## config.mk

```make
export PLATFORM = sky130hd
export DESIGN_NAME = bus_mapper_pl
export DESIGN_NICKNAME = d
export VERILOG_FILES = /design/src/rtl/bus_mapper_pl.sv
export SDC_FILE = /design/constraint.sdc
export NUM_CORES = 1
export LEC_CHECK = 0
export ABC_AREA = 1
export BUFFER_PORTS_ARGS = -buffer_cell sky130_fd_sc_hd__buf_2
export CORE_ASPECT_RATIO = 0.5
export CORE_MARGIN = 2
export CORE_UTILIZATION = 46
export CTS_BUF_LIST = sky130_fd_sc_hd__clkbuf_4
export CTS_CLUSTER_SIZE = 30
export DETAILED_ROUTE_END_ITERATION = 8
export GPL_TIMING_DRIVEN = 0
export PLACE_DENSITY = 0.89
export SLEW_MARGIN = 20
export SYNTH_ARGS = -nofsm -noshare
export SYNTH_HDL_FRONTEND = slang
export SYNTH_SLANG_ARGS = --single-unit
```

## constraint.sdc

```tcl
create_clock -name clk -period 2.2 [get_ports clk]
set_input_delay 0.44 -clock clk [delete_from_list [all_inputs] [get_ports clk]]
set_output_delay 0.44 -clock clk [all_outputs]
set_load 0.1 [all_outputs]
```

## src/rtl/bus_mapper_pl.sv

```systemverilog
// Registered CPU bus mapper: decodes requests into per-device write strobes and returns read data.
// Latency: writes complete in the accept cycle; reads raise cpu_rvalid 1 cycle (seg/I/O) or MEM_LAT+1 cycles (dmem/smem) after accept.
// Backpressure: cpu_ready is low while a read is outstanding; the CPU holds cpu_req until accepted. Optional BUS_ERR_EN adds bus_err.
module bus_mapper_pl #(
    parameter int DW      = 32,
    parameter int AW      = 32,
    parameter int SEL_LO  = 16,
    parameter int IDX_LO  = 2,
    parameter int NUM_IO  = 4,
    parameter int MEM_LAT = 1
) (
    input  logic                 clk,
    input  logic                 reset_n,
    input  logic                 cpu_req,
    input  logic                 cpu_wr,
    input  logic [AW-1:0]        cpu_addr,
    output logic                 cpu_ready,
    output logic                 cpu_rvalid,
    output logic [DW-1:0]        cpu_readdata,
    output logic                 seg_wr,
    output logic                 dmem_wr,
    output logic                 smem_wr,
    output logic [NUM_IO-1:0]    io_wr,
    input  logic [DW-1:0]        dmem_readdata,
    input  logic [DW-1:0]        smem_readdata,
    input  logic [NUM_IO*DW-1:0] io_rdata
`ifdef BUS_ERR_EN
    ,
    output logic                 bus_err
`endif
);

    localparam int IDXW = (NUM_IO > 1) ? $clog2(NUM_IO) : 1;
    // Counter wide enough for MEM_LAT-1 up to 7.
    localparam int CW   = 3;

    typedef enum logic [1:0] {
        IDLE  = 2'd0,
        MWAIT = 2'd1,
        RESP  = 2'd2
    } state_t;

    state_t            r_state;
    state_t            w_next;
    logic [CW-1:0]     r_cnt;
    logic [1:0]        r_region;

    logic [1:0]        w_region;
    logic [IDXW-1:0]   w_idx;
    logic              w_accept;
    logic              w_acc_wr;
    logic              w_acc_rd;
    logic              w_is_mem;
    logic              w_seg_ok;
    logic              w_io_ok;
    logic [NUM_IO-1:0] w_io_dec;
    logic [DW-1:0]     w_io_rd;
    logic [DW-1:0]     w_fast_rdata;
    logic [DW-1:0]     w_mem_rdata;
    logic              w_unused;

    assign w_region = cpu_addr[SEL_LO+1:SEL_LO];
    assign w_idx    = cpu_addr[IDX_LO+IDXW-1:IDX_LO];
    // Only the region and index fields take part in decoding.
    assign w_unused = ^cpu_addr;

    // Gating with reset_n keeps every strobe low while reset is asserted,
    // even though the CPU may be presenting a write at that time.
    assign cpu_ready = (r_state == IDLE);
    assign w_accept  = cpu_req & cpu_ready & reset_n;
    assign w_acc_wr  = w_accept & cpu_wr;
    assign w_acc_rd  = w_accept & ~cpu_wr;
    assign w_is_mem  = (w_region == 2'b01) | (w_region == 2'b10);
    assign w_seg_ok  = (w_idx == '0);

    // I/O index decode: one-hot hit vector plus the matching read word (0 when no register matches).
    always_comb begin
        w_io_dec = '0;
        w_io_rd  = '0;
        for (int i = 0; i < NUM_IO; i++) begin
            if (w_idx == IDXW'(i)) begin
                w_io_dec[i] = 1'b1;
                w_io_rd     = io_rdata[i*DW +: DW];
            end
        end
    end

    assign w_io_ok = |w_io_dec;

    assign seg_wr  = w_acc_wr & (w_region == 2'b00) & w_seg_ok;
    assign dmem_wr = w_acc_wr & (w_region == 2'b01);
    assign smem_wr = w_acc_wr & (w_region == 2'b10);
    assign io_wr   = {NUM_IO{w_acc_wr & (w_region == 2'b11)}} & w_io_dec;

    // Seg is write-only and unmapped I/O indices yield 0 via the default of w_io_rd.
    assign w_fast_rdata = (w_region == 2'b11) ? w_io_rd : '0;
    // Memory source follows the captured region so the CPU may change cpu_addr during the wait.
    assign w_mem_rdata  = (r_region == 2'b10) ? smem_readdata : dmem_readdata;

    // State register.
    always_ff @(posedge clk or negedge reset_n) begin
        if (!reset_n) begin
            r_state <= IDLE;
        end else begin
            r_state <= w_next;
        end
    end

    // Next-state logic: RESP is the single cycle in which cpu_rvalid is presented.
    always_comb begin
        w_next = r_state;
        case (r_state)
            IDLE:    if (w_acc_rd) w_next = w_is_mem ? MWAIT : RESP;
            MWAIT:   if (r_cnt == '0) w_next = RESP;
            RESP:    w_next = IDLE;
            default: w_next = IDLE;
        endcase
    end

    // Read datapath: data and rvalid are registered on the edge that enters RESP.
    always_ff @(posedge clk or negedge reset_n) begin
        if (!reset_n) begin
            r_cnt        <= '0;
            r_region     <= 2'b00;
            cpu_readdata <= '0;
            cpu_rvalid   <= 1'b0;
        end else begin
            cpu_rvalid <= 1'b0;
            if (w_acc_rd) begin
                r_region <= w_region;
                if (w_is_mem) begin
                    r_cnt <= CW'(MEM_LAT - 1);
                end else begin
                    cpu_readdata <= w_fast_rdata;
                    cpu_rvalid   <= 1'b1;
                end
            end else if (r_state == MWAIT) begin
                if (r_cnt == '0) begin
                    cpu_readdata <= w_mem_rdata;
                    cpu_rvalid   <= 1'b1;
                end else begin
                    r_cnt <= r_cnt - 1'b1;
                end
            end
        end
    end

`ifdef BUS_ERR_EN
    logic w_unmapped;
    logic r_bus_err;

    assign w_unmapped = ((w_region == 2'b00) & ~w_seg_ok) |
                        ((w_region == 2'b11) & ~w_io_ok);

    // Error pulse: for unmapped reads it coincides with cpu_rvalid, for unmapped writes it follows the accept edge.
    always_ff @(posedge clk or negedge reset_n) begin
        if (!reset_n) begin
            r_bus_err <= 1'b0;
        end else begin
            r_bus_err <= w_accept & w_unmapped;
        end
    end

    assign bus_err = r_bus_err;
`endif

endmodule

```

==> flow_summary.html <==
<table>
<tr><th>Metric</th><th>Value</th></tr>
<tr><th colspan="2">Route</th></tr>
<tr><td>Detailed-route vias per instance</td><td>approximately 5.0</td></tr>
<tr><td>Remaining DRCs</td><td>0</td></tr>
<tr><td>Post-detailed-route count of antenna-violating nets</td><td>0</td></tr>
<tr><td>Number of DRC violations after detailed-routing iteration 0</td><td>around 400</td></tr>
<tr><td>Routed WL per cell</td><td>approximately 14 um</td></tr>
<tr><td>Length of the first detailed-routing pass in iterations</td><td>7</td></tr>
<tr><td>Vias</td><td>between 5,000 and 6,000</td></tr>
<tr><td>Final routed wirelength across all metal layers</td><td>between 10 and 15 mm</td></tr>
<tr><th colspan="2">Logic synthesis</th></tr>
<tr><td>Adder and majority gate portion of the synthesized area</td><td>2.00%</td></tr>
<tr><td>Fraction of the mapped netlist area in simple logic gates</td><td>around half</td></tr>
<tr><td>Synthesized instance count</td><td>about 660</td></tr>
<tr><td>Mapped Avg Cell Area</td><td>between 5 and 6 um^2</td></tr>
<tr><td>Share of the synthesized area in compound gates (AO/OA/AOI/OAI)</td><td>about 8.2%</td></tr>
<tr><td>Portion of netlist area occupied by mux cells</td><td>0%</td></tr>
<tr><td>Net Count, Synth</td><td>890</td></tr>
<tr><td>Area of the mapped netlist</td><td>about 3800 um^2</td></tr>
<tr><td>Synth area leader</td><td>sky130_fd_sc_hd__dfrtp_1</td></tr>
<tr><td>Post-synthesis sequential area ratio</td><td>26.7%</td></tr>
<tr><td>Post-synth top area share</td><td>a little over a quarter</td></tr>
<tr><td>Largest cells by area after synthesis</td><td>sky130_fd_sc_hd__dfrtp_1 (27%), sky130_fd_sc_hd__nand2_1 (19%), sky130_fd_sc_hd__nand3_1 (13%), sky130_fd_sc_hd__nor2_1 (9.1%), sky130_fd_sc_hd__inv_1 (8.9%)</td></tr>
<tr><td>Dominant combinational cell family by area after synthesis</td><td>simple AND/OR/NAND/NOR gates</td></tr>
<tr><td>Cell variety after synth</td><td>27</td></tr>
<tr><td>Count of warnings emitted by yosys</td><td>0</td></tr>
<tr><td>Parity-gate share of the synthesized area counting xor and xnor cells</td><td>0%</td></tr>
<tr><td>Number of flops mapped to enable cells by yosys</td><td>0</td></tr>
<tr><td>Post-synth ARST share</td><td>100%</td></tr>
<tr><td>Post-synthesis sequential element count</td><td>40</td></tr>
<tr><td>Most common flop cell mapped by yosys</td><td>sky130_fd_sc_hd__dfrtp_1</td></tr>
<tr><th colspan="2">Clock network</th></tr>
<tr><td>Number of buffers between clock root and the deepest sink</td><td>2</td></tr>
<tr><td>Latest clock arrival within the worst-skew pair</td><td>0.36 ns</td></tr>
<tr><td>CTS H-Tree Depth</td><td>2</td></tr>
<tr><td>Clock tree from TritonCTS</td><td>built</td></tr>
<tr><td>Clock input transition at the sequential cells of the worst setup and hold paths</td><td>~0.13 ns</td></tr>
<tr><td>Buffer type at the clock tree root</td><td>sky130_fd_sc_hd__clkbuf_4</td></tr>
<tr><td>Number of buffers created by CTS</td><td>5</td></tr>
<tr><td>Number of sinks handled by clock tree synthesis</td><td>40</td></tr>
<tr><th colspan="2">Critical path</th></tr>
<tr><td>Startpoint type of the worst setup path</td><td>register</td></tr>
<tr><td>Required time of the critical path</td><td>approximately 1.8 ns</td></tr>
<tr><td>Worst Reg2Reg Path Length in Cells</td><td>7</td></tr>
<tr><td>Kind of end point of the critical path</td><td>output pin</td></tr>
<tr><td>WP data arrival</td><td>1.76 ns</td></tr>
<tr><td>R2R Setup Slk</td><td>about 0.49 ns</td></tr>
<tr><td>Worst reg2reg endpoint</td><td>cpu_readdata[10]</td></tr>
<tr><td>Crit path max fanout</td><td>4</td></tr>
<tr><td>Critical setup path kind</td><td>reg -&gt; out</td></tr>
<tr><td>RR Startpoint</td><td>r_state[0]</td></tr>
<tr><th colspan="2">STA</th></tr>
<tr><td>Final number of setup-violating endpoints</td><td>0</td></tr>
<tr><td>Fin. Hold Viols</td><td>0</td></tr>
<tr><td>Setup repair after global routing missed its margin</td><td>true</td></tr>
<tr><td>Transition time at the pin with the least slew margin</td><td>roughly 0.57 ns</td></tr>
<tr><td>Number of max-slew violations in the final report</td><td>0</td></tr>
<tr><td>Achievable clock frequency</td><td>approximately 450 MHz</td></tr>
<tr><td>Final hold slack</td><td>0.0263 ns</td></tr>
<tr><td>Slew headroom</td><td>around 62%</td></tr>
<tr><td>Period utilization</td><td>~100%</td></tr>
<tr><td>Maximum clock skew at final layout</td><td>0.0128 ns</td></tr>
<tr><td>Final Critical Period</td><td>~2.2 ns</td></tr>
<tr><th colspan="2">Finish</th></tr>
<tr><td>Most frequent cells in the layout</td><td>sky130_fd_sc_hd__buf_2 (245), sky130_fd_sc_hd__nand2_1 (192), sky130_fd_sc_hd__nand3_1 (101)</td></tr>
<tr><td>Post-layout net count</td><td>1,140</td></tr>
<tr><td>Multi-input gate area in the final layout</td><td>2230 um^2</td></tr>
<tr><td>Syn-to-layout area delta</td><td>40.7%</td></tr>
<tr><td>Post-layout instance area</td><td>roughly 5300 um^2</td></tr>
<tr><td>Number of fill cells in the layout</td><td>roughly 750</td></tr>
<tr><td>Count of antenna diodes in the layout</td><td>0</td></tr>
<tr><td>Leading cell type in the layout, fill and taps excluded</td><td>sky130_fd_sc_hd__buf_2</td></tr>
<tr><td>Reg area</td><td>roughly 1000 um^2</td></tr>
<tr><td>Fraction of final layout cells with drive strength greater than 1</td><td>around 34%</td></tr>
<tr><th colspan="2">Global route</th></tr>
<tr><td>First-pass GRT wire length</td><td>~22 mm</td></tr>
<tr><td>Overall overflow remaining after global route</td><td>0</td></tr>
<tr><td>Maximum number of pins on one net before global-route repair</td><td>just over 40</td></tr>
<tr><td>Antenna violations before repair</td><td>0</td></tr>
<tr><td>Number of global-route vias before repair</td><td>4,445</td></tr>
<tr><td>Overall global routing resource usage</td><td>roughly 31%</td></tr>
<tr><th colspan="2">Worst hold path</th></tr>
<tr><td>Worst hold path type</td><td>in -&gt; async</td></tr>
<tr><th colspan="2">Floorplanning</th></tr>
<tr><td>Chip height</td><td>roughly 68 um</td></tr>
<tr><td>Core ar.</td><td>7970 um^2</td></tr>
<tr><td>Effective utilization at floorplan</td><td>between 40% and 50%</td></tr>
<tr><td>Placement row count</td><td>23</td></tr>
<tr><td>Count of boundary I/O pins</td><td>between 200 and 300</td></tr>
<tr><td>Die span in x</td><td>approximately 130 um</td></tr>
<tr><td>Area enclosed by the die boundary</td><td>just under 9000 um^2</td></tr>
<tr><th colspan="2">Placement</th></tr>
<tr><td>Detailed placement HPWL</td><td>11.2 mm</td></tr>
<tr><td>Buffers on Ports</td><td>239</td></tr>
<tr><td>Area after detailed placement</td><td>approximately 5100 um^2</td></tr>
<tr><td>Routability congestion estimate from global placement</td><td>just over 1</td></tr>
<tr><th colspan="2">Outcome</th></tr>
<tr><td>Run status</td><td>finished clean</td></tr>
<tr><th colspan="2">Power</th></tr>
<tr><td>Worst supply voltage drop on vdd</td><td>approximately 0.00098 V</td></tr>
<tr><td>Static Leak</td><td>~0.0032 uW</td></tr>
<tr><td>PD cells</td><td>between 1000 and 1500 nW/um^2</td></tr>
<tr><th colspan="2">Run</th></tr>
<tr><td>Max-cap violations</td><td>0</td></tr>
</table>
==> final cells by class <==
cell class	instances	area share (%)
Timing Repair Buffer	243	24.6
Buffer	38	3.96
Tap cell	112	2.65
Sequential cell	40	19.0
Clock inverter	1	0.0711
Multi-Input combinational cell	487	42.3
Clock buffer	7	0.995
Inverter	91	6.52
==> metal layers <==
layer / vias up / GRT usage, % / wire (um)
met5: - / 0 / 0
met4: 0 / 9.24 / 335
met3: 32 / 6.00 / 1070
met2: 250 / 54.4 / 6760
met1: 2269 / 39.1 / 6110
li1: 2525 / - / -
==> power breakdown <==
| group | internal (uW) | switching, uW | total (uW) |
|---|---|---|---|
| logic | 1030 | 3860 | 4900 |
| registers | 1100 | 184 | 1280 |
| clock network | 148 | 260 | 408 |
==> logic make-up (layout without fill, tap and decap cells) <==
family | Yosys count | in the layout
AND/OR/NAND/NOR | 420 | 420
buffers and inverters | 129 | 380
AO/OA/AOI/OAI | 61 | 61
flip-flops | 40 | 40
adder cells (fa/ha/maj) | 6 | 6
==> state kept, by name, indices dropped and copies added, names as in the netlist <==
signal	count
r_cnt	3
cpu_rvalid	1
r_state	2
cpu_readdata	32
r_region	2
==> worst max-delay path by stage <==
stage / start / end / slack [ns] / cells after the start
detailed placement: reset_n / io_wr[2] / -0.81 / 6
CTS: r_state[0] / seg_wr / 0.01 / 6
global placement: reset_n / io_wr[1] / -0.74 / 6
global route: r_state[1] / io_wr[0] / -0.13 / 6
finish: r_state[1] / io_wr[0] / 0.001 / 6
floorplan: cpu_wr / dmem_wr / -0.35 / 4
==> critical path: stages (launching register included) <==
cell	delay [ns]
sky130_fd_sc_hd__dfrtp_1	0.42
sky130_fd_sc_hd__inv_1	0.07
sky130_fd_sc_hd__nand2_1	0.06
sky130_fd_sc_hd__nor3_2	0.17
sky130_fd_sc_hd__nand2_2	0.20
sky130_fd_sc_hd__nor3_4	0.27
sky130_fd_sc_hd__buf_12	0.21
==> stage by stage <==
step / power (uW) / util, % / setup slack, ns / cells / TNS, ns
2_1_floorplan: 5080 / - / -0.348 / 656 / -1.82
3_3_place_gp: 6020 / 64.1 / -0.745 / 1007 / -11.05
3_5_place_dp: 6110 / 64.1 / -0.815 / 1007 / -14.63
4_1_cts: 6540 / 65.7 / 0.0143 / 1016 / 0
5_1_grt: 6960 / 66.3 / -0.126 / 1019 / -0.270
6_report: 6590 / 66.3 / 0.00135 / 1019 / 0
==> synth_stat cells, types with 3 or more instances <==
cell type	number
sky130_fd_sc_hd__buf_6	3
sky130_fd_sc_hd__nor2_1	91
sky130_fd_sc_hd__clkbuf_1	12
sky130_fd_sc_hd__a21oi_1	33
sky130_fd_sc_hd__buf_4	7
sky130_fd_sc_hd__nand3_1	101
sky130_fd_sc_hd__or2_2	15
sky130_fd_sc_hd__nand3b_1	4
sky130_fd_sc_hd__inv_1	89
sky130_fd_sc_hd__nand2_1	193
sky130_fd_sc_hd__o21ai_0	27
sky130_fd_sc_hd__dfrtp_1	40
sky130_fd_sc_hd__buf_2	14
sky130_fd_sc_hd__ha_1	6
sky130_fd_sc_hd__nor3_1	4
==> what timing repair did <==
item,in CTS,in global routing
setup endpoints to repair,7,6
gates resized for setup,14,6
endpoints found under the hold margin,40,0
hold buffers,1,0
buffers inserted,0,3
pin swaps,1,2
Note: power is estimated with default switching activity, not from simulation.
